`src/rtl/m_bin2bcd_disp_pkg.sv`:
```
// Shared constants, types and the per-digit add-3 helper for the
// binary-to-BCD display converter.
package m_7seg_pkg;

  localparam int DISP_W     = 32;
  localparam int NUM_DIGITS = 8;
  localparam int DEC_MAX    = 99_999_999;
  localparam logic [DISP_W-1:0] OVF_PATTERN = 32'hFFFF_FFFF;

  typedef logic [3:0] bcd_digit_t;

  typedef enum logic [0:0] {
    ST_IDLE  = 1'b0,
    ST_SHIFT = 1'b1
  } state_t;

  // Pre-shift correction: digits 5..9 become 8..12 so the shift carries out.
  function automatic bcd_digit_t dabble_adj(input bcd_digit_t d);
    return (d >= 4'd5) ? d + 4'd3 : d;
  endfunction

endpackage

```
`src/rtl/m_bin2bcd_disp_if.sv`:
```
// Request/display bundle between a producer and the converter.
// Handshake: a transfer happens on a rising clk edge where in_valid and in_ready are both high; in_valid while in_ready is low is dropped, never queued.
interface m_bin2bcd_disp_if
  import m_7seg_pkg::*;
#(
  parameter int DATA_WIDTH = 32
);

  logic                  in_valid;
  logic [DATA_WIDTH-1:0] in_data;
  logic                  in_hex;
  logic                  in_ready;
  logic [DATA_WIDTH-1:0] sev_seg_disp;
  logic                  disp_upd;
  logic                  ovf;
  logic                  busy;
  state_t                dbg_state;

  modport master (
    output in_valid, in_data, in_hex,
    input  in_ready, sev_seg_disp, disp_upd, ovf, busy, dbg_state
  );

  modport slave (
    input  in_valid, in_data, in_hex,
    output in_ready, sev_seg_disp, disp_upd, ovf, busy, dbg_state
  );

endinterface

```
`src/rtl/m_bin2bcd_disp_dabble_step.sv`:
```
// One double-dabble iteration: add-3 on every BCD digit, then shift
// {bcd, bin} left by one bit. The bit leaving the top digit is dropped.
module m_dabble_step
  import m_7seg_pkg::*;
#(
  parameter int NUM_DIGITS = 8,
  parameter int BIN_W      = 32
) (
  input  logic [4*NUM_DIGITS-1:0] bcd_i,
  input  logic [BIN_W-1:0]        bin_i,
  output logic [4*NUM_DIGITS-1:0] bcd_o,
  output logic [BIN_W-1:0]        bin_o
);

  localparam int BCD_W = 4 * NUM_DIGITS;

  logic [BCD_W-1:0] adj;

  always_comb begin
    adj = '0;
    for (int i = 0; i < NUM_DIGITS; i++) begin
      adj[4*i +: 4] = dabble_adj(bcd_i[4*i +: 4]);
    end
    {bcd_o, bin_o} = {adj[BCD_W-2:0], bin_i, 1'b0};
  end

endmodule

```
`src/rtl/m_bin2bcd_disp.sv`:
```
// Binary-to-packed-BCD converter for the seven-segment display word,
// with raw hex passthrough and an all-F overflow pattern.
module m_bin2bcd_disp #(
  parameter int DATA_WIDTH = m_7seg_pkg::DISP_W,
  parameter int NUM_DIGITS = m_7seg_pkg::NUM_DIGITS,
  parameter logic [DATA_WIDTH-1:0] DEC_MAX = DATA_WIDTH'(m_7seg_pkg::DEC_MAX)
) (
  input  logic             clk,
  input  logic             rst,
  m_bin2bcd_disp_if.slave  bus
);

  import m_7seg_pkg::*;

  localparam int CNT_W = $clog2(DATA_WIDTH);
  localparam logic [CNT_W-1:0] CNT_LAST = CNT_W'(DATA_WIDTH - 1);

  state_t                state_q, state_d;
  logic [DATA_WIDTH-1:0] bin_q, bin_d;
  logic [DATA_WIDTH-1:0] bcd_q, bcd_d;
  logic [CNT_W-1:0]      cnt_q, cnt_d;
  logic [DATA_WIDTH-1:0] disp_q, disp_d;
  logic                  upd_q, upd_d;
  logic                  ovf_q, ovf_d;

  logic [DATA_WIDTH-1:0] bcd_nx;
  logic [DATA_WIDTH-1:0] bin_nx;
  logic                  accept;
  logic                  too_big;
  logic                  last_shift;

  m_dabble_step #(
    .NUM_DIGITS (NUM_DIGITS),
    .BIN_W      (DATA_WIDTH)
  ) u_step (
    .bcd_i (bcd_q),
    .bin_i (bin_q),
    .bcd_o (bcd_nx),
    .bin_o (bin_nx)
  );

  assign accept     = bus.in_valid && (state_q == ST_IDLE);
  assign too_big    = bus.in_data > DEC_MAX;
  assign last_shift = (state_q == ST_SHIFT) && (cnt_q == CNT_LAST);

  // State register
  always_ff @(posedge clk or posedge rst) begin
    if (rst) begin
      state_q <= ST_IDLE;
    end else begin
      state_q <= state_d;
    end
  end

  // Next-state logic
  always_comb begin
    state_d = state_q;
    unique case (state_q)
      ST_IDLE: begin
        if (accept && !bus.in_hex && !too_big) begin
          state_d = ST_SHIFT;
        end
      end
      ST_SHIFT: begin
        if (cnt_q == CNT_LAST) begin
          state_d = ST_IDLE;
        end
      end
      default: state_d = ST_IDLE;
    endcase
  end

  // FSM outputs
  always_comb begin
    bus.in_ready  = (state_q == ST_IDLE);
    bus.busy      = (state_q != ST_IDLE);
    bus.dbg_state = state_q;
  end

  // Datapath next values; the display only changes on an immediate
  // transfer or on the final shift, never with a partial result.
  always_comb begin
    bin_d  = bin_q;
    bcd_d  = bcd_q;
    cnt_d  = cnt_q;
    disp_d = disp_q;
    ovf_d  = ovf_q;
    upd_d  = 1'b0;
    if (accept) begin
      if (bus.in_hex) begin
        disp_d = bus.in_data;
        ovf_d  = 1'b0;
        upd_d  = 1'b1;
      end else if (too_big) begin
        disp_d = DATA_WIDTH'(OVF_PATTERN);
        ovf_d  = 1'b1;
        upd_d  = 1'b1;
      end else begin
        bin_d = bus.in_data;
        bcd_d = '0;
        cnt_d = '0;
        ovf_d = 1'b0;
      end
    end else if (state_q == ST_SHIFT) begin
      bin_d = bin_nx;
      bcd_d = bcd_nx;
      cnt_d = cnt_q + CNT_W'(1);
      if (last_shift) begin
        disp_d = bcd_nx;
        ovf_d  = 1'b0;
        upd_d  = 1'b1;
        cnt_d  = '0;
      end
    end
  end

  always_ff @(posedge clk or posedge rst) begin
    if (rst) begin
      bin_q  <= '0;
      bcd_q  <= '0;
      cnt_q  <= '0;
      disp_q <= '0;
      upd_q  <= 1'b0;
      ovf_q  <= 1'b0;
    end else begin
      bin_q  <= bin_d;
      bcd_q  <= bcd_d;
      cnt_q  <= cnt_d;
      disp_q <= disp_d;
      upd_q  <= upd_d;
      ovf_q  <= ovf_d;
    end
  end

  assign bus.sev_seg_disp = disp_q;
  assign bus.disp_upd     = upd_q;
  assign bus.ovf          = ovf_q;

endmodule

```
`src/flat_wrapper.sv`:
```
// flat-port wrapper written by rule: the top's interface ports become plain ports
module m_bin2bcd_disp_flat import m_7seg_pkg::*;
#(
  parameter int DATA_WIDTH = m_7seg_pkg::DISP_W,
  parameter int NUM_DIGITS = m_7seg_pkg::NUM_DIGITS,
  parameter logic [DATA_WIDTH-1:0] DEC_MAX = DATA_WIDTH'(m_7seg_pkg::DEC_MAX)
)
  (clk, rst, bus_in_valid, bus_in_data, bus_in_hex, bus_in_ready, bus_sev_seg_disp, bus_disp_upd, bus_ovf, bus_busy, bus_dbg_state);
  m_bin2bcd_disp_if #(.DATA_WIDTH(DATA_WIDTH)) bus_i ();
  input  logic clk;
  input  logic rst;
  input wire logic [$bits(bus_i.in_valid)-1:0] bus_in_valid;
  input wire logic [$bits(bus_i.in_data)-1:0] bus_in_data;
  input wire logic [$bits(bus_i.in_hex)-1:0] bus_in_hex;
  output wire logic [$bits(bus_i.in_ready)-1:0] bus_in_ready;
  output wire logic [$bits(bus_i.sev_seg_disp)-1:0] bus_sev_seg_disp;
  output wire logic [$bits(bus_i.disp_upd)-1:0] bus_disp_upd;
  output wire logic [$bits(bus_i.ovf)-1:0] bus_ovf;
  output wire logic [$bits(bus_i.busy)-1:0] bus_busy;
  output wire logic [$bits(bus_i.dbg_state)-1:0] bus_dbg_state;
  assign bus_i.in_valid = bus_in_valid;
  assign bus_i.in_data = bus_in_data;
  assign bus_i.in_hex = bus_in_hex;
  assign bus_in_ready = bus_i.in_ready;
  assign bus_sev_seg_disp = bus_i.sev_seg_disp;
  assign bus_disp_upd = bus_i.disp_upd;
  assign bus_ovf = bus_i.ovf;
  assign bus_busy = bus_i.busy;
  assign bus_dbg_state = bus_i.dbg_state;
  m_bin2bcd_disp #(.DATA_WIDTH(DATA_WIDTH), .NUM_DIGITS(NUM_DIGITS), .DEC_MAX(DEC_MAX)) u_core (.clk(clk), .rst(rst), .bus(bus_i));
endmodule
```
`config.mk`:
```
export PLATFORM = sky130hd
export DESIGN_NAME = m_bin2bcd_disp_flat
export DESIGN_NICKNAME = d
export VERILOG_FILES = /design/src/rtl/m_bin2bcd_disp_pkg.sv /design/src/rtl/m_bin2bcd_disp_if.sv /design/src/rtl/m_bin2bcd_disp_dabble_step.sv /design/src/rtl/m_bin2bcd_disp.sv /design/src/flat_wrapper.sv
export SDC_FILE = /design/constraint.sdc
export NUM_CORES = 1
export LEC_CHECK = 0
export ABC_AREA = 1
export BUFFER_PORTS_ARGS = -buffer_cell sky130_fd_sc_hd__clkbuf_2
export CAP_MARGIN = 20
export CORE_AREA = 5 5 109 121
export CTS_CLUSTER_SIZE = 14
export DETAILED_ROUTE_END_ITERATION = 10
export DIE_AREA = 0 0 114 126
export MAX_ROUTING_LAYER = met4
export PLACE_DENSITY = 0.71
export SYNTH_ARGS = -nofsm -noshare
export SYNTH_HDL_FRONTEND = slang
export SYNTH_HIERARCHICAL = 1
export SYNTH_SLANG_ARGS = --single-unit
```
`constraint.sdc`:
```
create_clock -name clk -period 4.15 [get_ports clk]
set_input_delay 0.415 -clock clk [delete_from_list [all_inputs] [get_ports clk]]
set_output_delay 0.415 -clock clk [all_outputs]
set_load 0.03 [all_outputs]
```
# --- After elaboration in Yosys (flattened, before gate mapping) ---
# Cells that the tools add are included.
totals:
  inputBits: 36
  output_inout_bits: 37
  ff_bits: 104
op_classes:
  eq_ne: 4
  n_mux: 38
  add_sub_neg: 9
  n_bitwise: 1
  order_cmp: 9
  n_reduce_logical: 11
ops:
  columns: ["cell", "n"]
  rows:
  - ["32-bit 2-to-1 mux", 13]
  - ["4-bit by 3-bit greater-or-equal comparator with 1-bit output, second input constant", 8]
  - ["32-bit by 27-bit greater-than comparator with 1-bit output, second input constant", 1]
  - ["4-bit by 2-bit adder with 4-bit output, second input constant", 7]
  - ["4-bit 2-to-1 mux", 7]
  - ["5-bit 2-to-1 mux", 5]
  - ["1-bit 2-to-1 mux", 11]
  - ["3-bit AND reduction", 2]
  - ["5-bit by 1-bit adder with 5-bit output, second input constant", 1]
  - ["5-bit equality test, second input constant", 1]
  - ["1-bit logical AND", 4]
  - ["2-bit inequality test, second input constant", 2]
  - ["2-bit nonzero test", 2]
  - ["3-bit by 2-bit adder with 3-bit output, second input constant", 1]
  - ["3-bit 2-to-1 mux", 1]
  - ["3-bit inequality test, second input constant", 1]
  - ["1-bit logical NOT", 2]
  - ["1-bit one-hot mux with 2 select lines", 1]
  - ["2-bit AND reduction", 1]
  - ["1-bit inverter", 1]

# --- Longest topological paths before layout ---
# Gate-level depths: netlist of run 1.
depth:
  ltp_word: 6
  depth_mapped: 12

# --- Hierarchy ---
# Netlist of run 1, hierarchy kept.
modules_own_cells:
  columns: ["mod", "instances", "area_each_um2", "cells_each"]
  rows:
  - ["m_bin2bcd_disp", 1, 5196.2, 685]
  - ["m_dabble_step", 1, 1161.1, 202]

# --- Worst setup path before layout of run 1 ---
# OpenSTA, ideal clock, no wires.
synth_timing:
  path_type: "register -> register"
  start: "register u_core.state_q (netlist: u_core/bus.busy)"
  end: "register u_core.disp_q[0] (netlist: u_core/bus.sev_seg_disp[0])"
  required_time_ns: 4.033
  setup_ns: 0.117
  path_stages_with_launch: 10
  t_arrival_ns: 1.556
  path_buffers: 2
  setup_slack_ns: 2.478
  path_cell_list: "dfrtp_1 -> buf_4 -> inv_4 -> nand2_1 -> nor2_2 -> inv_1 -> clkbuf_1 -> nand3_1 -> nand2_1 -> nand2_1"
synth_via:
  elab_chain_len: 4
  elab_cells_between_ends: 8
  cone_classes: "eq/ne: 1; mux: 1; bitwise: 1; reduce/logical: 5"
synth_lines:
  columns: ["element", "line", "text"]
  rows:
  - ["start, declared", "m_bin2bcd_disp.sv:18", "state_t state_q, state_d;"]
  - ["start signal, assigned", "m_bin2bcd_disp.sv:51", "state_q <= state_d;"]
  - ["1-bit inverter", "m_bin2bcd_disp.sv:42", "assign accept = bus.in_valid && (state_q == ST_IDLE);"]
  - ["1-bit logical AND", "m_bin2bcd_disp.sv:42", null]
  - ["3-bit inequality test (no line) / 2-bit nonzero test (equally long branches)", null, null]
  - ["3-bit AND reduction (no line)", null, null]
  - ["end signal, assigned", "m_bin2bcd_disp.sv:129", "disp_q <= disp_d;"]
  - ["end, declared", "m_bin2bcd_disp.sv:22", "logic [DATA_WIDTH-1:0] disp_q, disp_d;"]
# Several ways; a longest one is shown, not always the timed one.
# A chain may end at the register's enable or synchronous reset.

# --- Final worst setup path of run 1 ---
layout_timing:
  start: "register u_core.state_q (netlist: u_core/bus.busy)"
  end: "register u_core.bin_q[21]"
layout_via:
  elab_chain_len: 4
  elab_cells_between_ends: 7
  cone_classes: "eq/ne: 2; mux: 1; bitwise: 1; reduce/logical: 3"
layout_lines:
  columns: ["element", "line", "text"]
  rows:
  - ["1-bit inverter", "m_bin2bcd_disp.sv:42", null]
  - ["1-bit logical AND", "m_bin2bcd_disp.sv:42", null]
  - ["2-bit inequality test (no line) / 2-bit nonzero test (equally long branches)", null, null]
  - ["3-bit AND reduction (no line)", null, null]
  - ["end signal, assigned", "m_bin2bcd_disp.sv:126", "bin_q <= bin_d;"]
  - ["end, declared", "m_bin2bcd_disp.sv:19", "logic [DATA_WIDTH-1:0] bin_q, bin_d;"]
# Several ways; a longest one is shown, not always the timed one.

==> results of run 1 <==
## metal layers
layer  up-vias  wire length (µm)  global-route usage [%]
li1       2798                 -                       -
met1      2581              6730                    29.5
met2       164              7040                    34.1
met3        14               814                    3.26
met4         0               186                    5.73
met5         -                 0                       -
## cells in the final DEF, fill, tap and decap left out, types with 12 or more instances in the layout
cell and n:
nand2_1 397, nand3_1 143, dfrtp_1 104, clkbuf_2 72
inv_1 46, o21ai_0 21, nor2_1 19, ha_1 18
a21oi_1 13, nand3_2 12
## sequential cells by signal (all words and copies together), names as in the netlist
signal                   count
u_core/bcd_q                32
u_core/bin_q                32
u_core/bus.busy              1
u_core/bus.disp_upd          1
u_core/bus.ovf               1
u_core/bus.sev_seg_disp     32
u_core/cnt_q                 5
## final cells by class
cell class	instances	area, µm²	share of cell area (%)
Clock buffer	13	250	3.66
Multi-Input combinational cell	652	3050	44.5
Clock inverter	3	65.1	0.951
Sequential cell	104	2600	38.1
Timing Repair Buffer	80	473	6.92
Tap cell	154	193	2.82
Inverter	54	210	3.07
## logic make-up (layout without fill, tap and decap cells)
group                    Yosys count  in the layout
flip-flops                       104            104
other                              1              1
buffers and inverters            131            150
AO/OA/AOI/OAI                     43             43
adder cells (fa/ha/maj)           18             18
AND/OR/NAND/NOR                  589            589
XOR/XNOR                           1              1
## final timing paths
path                                              from                           to  slack [ps]  depth (start not counted)
max in group asynchronous                          rst             u_core/bin_q[22]        3440                          3
max                                    u_core/bus.busy             u_core/bin_q[21]        1470                          7
min in group clk                            bus_in_hex               u_core/bus.ovf         410                          4
min                                                rst  u_core/bus.sev_seg_disp[14]          60                          2
min reg2reg                u_core/bus.sev_seg_disp[11]  u_core/bus.sev_seg_disp[11]         480                          2
max reg2reg                            u_core/bus.busy             u_core/bin_q[21]        1470                          7
## power groups by stage
| stage | clock network, µW | registers, µW | logic [µW] |
|---|---|---|---|
| CTS | 929 | 1700 | 1990 |
| floorplan | 0 | 1900 | 1490 |
| finish | 911 | 1710 | 1980 |
| detailed placement | 0 | 1720 | 1970 |
| global placement | 0 | 1720 | 1940 |
| global route | 968 | 1770 | 2250 |
## per-stage QoR
step / cell area, µm² / util [%] / setup slack [ps]
detailed placement: 6470 / 54.7 / 1340
CTS: 6780 / 57.4 / 1430
finish: 6840 / 57.8 / 1470
global placement: 6450 / 54.5 / 1420
floorplan: 6360 / - / 1000
global route: 6840 / 57.8 / 1190
## critical path, stage by stage, from the launching register on
cell	delay [ps]
dfrtp_1	410
inv_4	70
nand2_2	430
inv_2	710
nand3_1	190
nand2_2	550
nand3_1	160
nand2_1	100
## synthesized netlist by cell type (all sizes together)
cell / number
nand3b: 1
dfrtp: 104
buf: 66
xor2: 1
nor2: 26
clkbuf: 11
ha: 18
nand2: 403
o21ai: 28
nor3b: 2
conb: 1
nand4: 2
inv: 54
nand3: 155
a21oi: 15
==> key figures, run 1 <==
Worst hold path
  • Min-delay worst type: in2async

Synth
  • Largest family of logic cells by synthesized area: simple AND/OR/NAND/NOR gates
  • Top cells by area, synth: dfrtp_1, nand2_1, nand3_1
  • Register bit total from synthesis: about 100
  • Distinct cell type count after synthesis: 27
  • Post-synth top area share: 40.9%
  • XOR/XNOR Fraction of Synth Area: 0.138%
  • Syn_nets: 941
  • Mean Syn Cell Area: 7.17 µm²
  • Post-Synthesis Cell Area: roughly 0.0064 mm²
  • Sequential-to-total area share from yosys stat: 40.9%
  • YS warnings: 6
  • Synth Area in Simple Gates: 40.2%
  • Cells after synthesis: 887
  • Post-synth top area cell: dfrtp_1
  • Compound-gate portion of the synthesized area: 3.92%
  • Proportion of synthesized area in mux cells: 0%
  • Adder-Cell Fraction of Synth Area: 3.54%

Worst setup path
  • Worst path arrival time: 2960 ps
  • Setup CP Type: reg2reg
  • Critical Path Source Type: register
  • WP data required: between 4000 and 5000 ps
  • Worst-path fanout max: 39
  • CP Capture Type: register

STA
  • WHS: 55.7 ps
  • Setup-failing EPs final: 0
  • Pins Over Slew Limit: 0
  • Setup tns final: 0 ps
  • Worst Clk Skew: 6.69 ps
  • Fin. Hold Viols: 0
  • Final Critical Period: 2680 ps
  • Relative slew slack: 43.0%
  • Tcrit/Tclk final: 64.7%
  • Achievable frequency: 0.373 GHz
  • Unrepaired setup endpoints after global routing: no
  • Worst Tran Pin Value: roughly 850 ps

Place
  • Gpl congestion: 0.889
  • IO Port Bufs: 72
  • DP Wirelength: 9490 µm
  • DP Cell Count: 1042

Power
  • Clk pwr share: 19.8%
  • Int Pwr: about 2600 µW
  • Leakage: between 0.003 and 0.004 µW
  • Sw Ratio: 42.9%
  • Max IR drop VDD: between 0.0002 and 0.0003 V
  • Power per Cell Area: 672 mW/mm²
  • P_sw: 1970 µW
  • Share of total power in combinational logic: 43.0%
  • Seq pwr share: between 30% and 40%
  • Post-layout power: approximately 4600 µW

Floorplanning
  • Chip width: 114 µm
  • Initial Util: 53.8%
  • Rows: 42
  • Die Area: roughly 0.014 mm²
  • Die Y-Extent: roughly 130 µm
  • I/O pins: 73
  • CORE AREA: 0.0118 mm²

Detailed routing
  • Initial DRC Count: 378
  • Post-Route WL: 14800 µm
  • Wire per inst: 13.9 µm
  • Post-DRT Antenna Nets: 0
  • DRC: 0
  • First drt pass iteration count: 5
  • Post-DR vias/cell: between 5 and 6
  • Vias: about 5.6k

Global routing
  • Largest net degree at the start of global routing: 83
  • Initial antenna violation count: 0
  • GRT overflow: 0
  • GRT Total Usage: 21.7%
  • Via count of the first global-routing pass: slightly above 5k
  • First-pass GRT wire length: around 25000 µm

Run
  • Maxcap violations: 0

CTS
  • Cts-stage hold buffer count: 0
  • Number of CTS-inserted buffers: 9
  • Post_cts resized: 0
  • Setup bufs post-CTS: 0
  • Clock Path Buffers: 2
  • Worst skew pair latency: 350 ps
  • Clock-pin slew on the worst setup and hold paths: 70 ps
  • CTS H-tree lvls: 3
  • CTS tree: yes
  • Clock root cell: clkbuf_16
  • Clk sinks: 104

Run status
  • Status: finished, final reports clean

Final layout
  • Filler Cell Count: 1163
  • Ratio of cells with drive above 1 in the final layout: 15.0%
  • Area grow syn2layout: 7.58%
  • Nets@finish: 955
  • Non-filler cells, final: between 1k and 1.5k
  • ANT cells: 0
Power figures use the tool's default switching activity.
==> run 2, diff against run 1 <==
Clock period 4.15 ns to 2.65 ns, I/O delays scaled along.
==> key figures, run 2 (synthesis results as in run 1) <==
Detailed routing
  • Vias: 5481 (-1.4%)
  • Post-Route WL: 14700 µm (-0.45%)
  • First drt pass iteration count: 5 (unchanged)
  • DRC: 0 (unchanged)
  • Post-DRT Antenna Nets: 0 (unchanged)
  • Post-DR vias/cell: 5.15 (-1.7%)
  • Wire per inst: 13.8 µm (-0.82%)
  • Initial DRC Count: 412 (+9.0%)

Final layout
  • Non-filler cells, final: 1064 (+0.38%)
  • Nets@finish: 960 (+0.52%)
  • ANT cells: 0 (unchanged)
  • Ratio of cells with drive above 1 in the final layout: 15.4% (+0.37 points)
  • Commonest non-fill, non-tap cell in the layout: nand2_1
  • Most frequent cells in the layout: nand2_1, nand3_1, dfrtp_1, clkbuf_2, inv_1
  • Area grow syn2layout: 7.36%

Power
  • Post-layout power: 7030 µW (+53%)
  • Max IR drop VDD: 0.000379 V (+50%)
  • Sw Ratio: 43.8% (+0.97 points)
  • Clk pwr share: 18.0% (-1.8 points)
  • Leakage: 0.00381 µW (-0.38%)
  • Share of total power in combinational logic: 43.9% (+0.9 points)
  • Int Pwr: 3950 µW (+50%)
  • Power per Cell Area: 1030 mW/mm² (+53%)
  • P_sw: 3080 µW (+56%)
  • Seq pwr share: 38.1% (+1.0 points)

CTS
  • Clk sinks: 104 (unchanged)
  • Worst skew pair latency: 340 ps (about the same)
  • Clock root cell: clkbuf_16
  • Clock-pin slew on the worst setup and hold paths: 70 ps (about the same)
  • Number of CTS-inserted buffers: 9 (unchanged)
  • Cts-stage hold buffer count: 1 (+1)
  • Post_cts resized: 0 (unchanged)
  • Clock Path Buffers: 2 (unchanged)
  • Setup bufs post-CTS: 0 (unchanged)
  • CTS tree: yes
  • CTS H-tree lvls: 3 (unchanged)

STA
  • Achievable frequency: 0.469 GHz
  • Setup-failing EPs final: 0 (unchanged)
  • Tcrit/Tclk final: 80.5%
  • Worst Tran Pin Value: 725 ps (-130 ps)
  • WHS: 263 ps (+207 ps)
  • Relative slew slack: 51.6% (+8.5 points)
  • Fin. Hold Viols: 0 (unchanged)
  • Pins Over Slew Limit: 0 (unchanged)
  • Setup tns final: 0 ps (unchanged)
  • Worst Clk Skew: 7.86 ps (+1.17 ps)
  • Final Critical Period: ~2100 ps
  • Unrepaired setup endpoints after global routing: no

Global routing
  • GRT Total Usage: 21.4% (-0.29 points)
  • First-pass GRT wire length: 24700 µm (+0.28%)
  • Largest net degree at the start of global routing: 81 (-2.4%)
  • GRT overflow: 0 (unchanged)
  • Initial antenna violation count: 0 (unchanged)
  • Via count of the first global-routing pass: 5093 (-0.20%)

Floorplanning
  • Initial Util: 53.8% (unchanged)
  • CORE AREA: 0.0118 mm² (unchanged)
  • Die Y-Extent: 126 µm (unchanged)
  • Rows: 42 (unchanged)
  • I/O pins: 73 (unchanged)
  • Die Area: 0.0144 mm² (unchanged)
  • Chip width: 114 µm (unchanged)

Worst setup path
  • Setup CP Type: reg2out
  • WP data required: 2380 ps (-2050 ps)
  • Critical Path Source Type: register
  • CP Capture Type: output port
  • Worst-path fanout max: 55 (+41%)
  • Worst path arrival time: 1870 ps (-1090 ps)

Place
  • Gpl congestion: 0.845 (-5.0%)
  • DP Cell Count: 1048 (+0.58%)
  • IO Port Bufs: 72 (unchanged)
  • DP Wirelength: 9750 µm (+2.7%)

Run status
  • Status: finished, final reports clean

Run
  • Maxcap violations: 0 (unchanged)

Worst hold path
  • Min-delay worst type: in2reg
-- run 2: cell types whose count changed in the layout (fill, tap and decap cells not counted) --
cell,before,now
bufinv_16,2,0
clkinv_2,1,0
buf_12,1,3
buf_16,2,0
inv_4,3,2
clkbuf_1,3,2
clkbuf_8,1,2
dlygate4sd3_1,0,1
buf_4,5,9
clkinvlp_4,0,3
-- run 2: path summary, 6_finish.rpt --
kind	start	endpoint	slack [ps]	cells after the start
setup / recovery	u_core/bus.busy	bus_in_ready	520	3
hold / removal	bus_in_hex	u_core/bus.ovf	260	4
min in group asynchronous	rst	u_core/bus.sev_seg_disp[15]	520	3
max in group asynchronous	rst	u_core/bin_q[28]	1330	4
hold reg to reg	u_core/bus.sev_seg_disp[14]	u_core/bus.sev_seg_disp[14]	480	2
setup reg to reg	u_core/bus.busy	u_core/bin_q[28]	590	7
-- run 2: worst max-delay path: stages (launching register included) --
cell and delay [ps]:
dfrtp_1 410, inv_4 210, buf_4 560, clkbuf_2 320
-- run 2: per-stage QoR --
stage	setup slack [ps]	area (µm²)	utilization, %
6_report	516	6830	57.7
5_1_grt	421	6830	57.7
4_1_cts	515	6830	57.7
3_5_place_dp	602	6540	55.3
3_3_place_gp	612	6540	55.3
2_1_floorplan	978	6360	-
-- run 2: area by class of cell --
type	count	area [µm²]
repair buffers	85	498
clock buffers	13	260
clock inverters	2	15.0
well taps	154	193
fillers	1168	5000
flip-flops and latches	104	2600
inverters	54	211
multi-input cells	652	3050
-- run 2: metal layers --
metal | vias to the layer above | GRT usage, % | share of wire (%)
met5 | - | - | 0
met4 | 0 | 6.78 | 1.6
met3 | 18 | 2.54 | 5.5
met2 | 173 | 31.9 | 46
met1 | 2477 | 30.6 | 47
li1 | 2813 | - | -
-- run 2: power by group through the flow --
| stage | combinational [µW] | clock (µW) | sequential, µW |
|---|---|---|---|
| 2_1_floorplan | 2330 | 0 | 2970 |
| 3_3_place_gp | 3050 | 0 | 2680 |
| 3_5_place_dp | 3100 | 0 | 2680 |
| 4_1_cts | 3110 | 1280 | 2670 |
| 5_1_grt | 3530 | 1340 | 2770 |
| 6_report | 3090 | 1260 | 2680 |
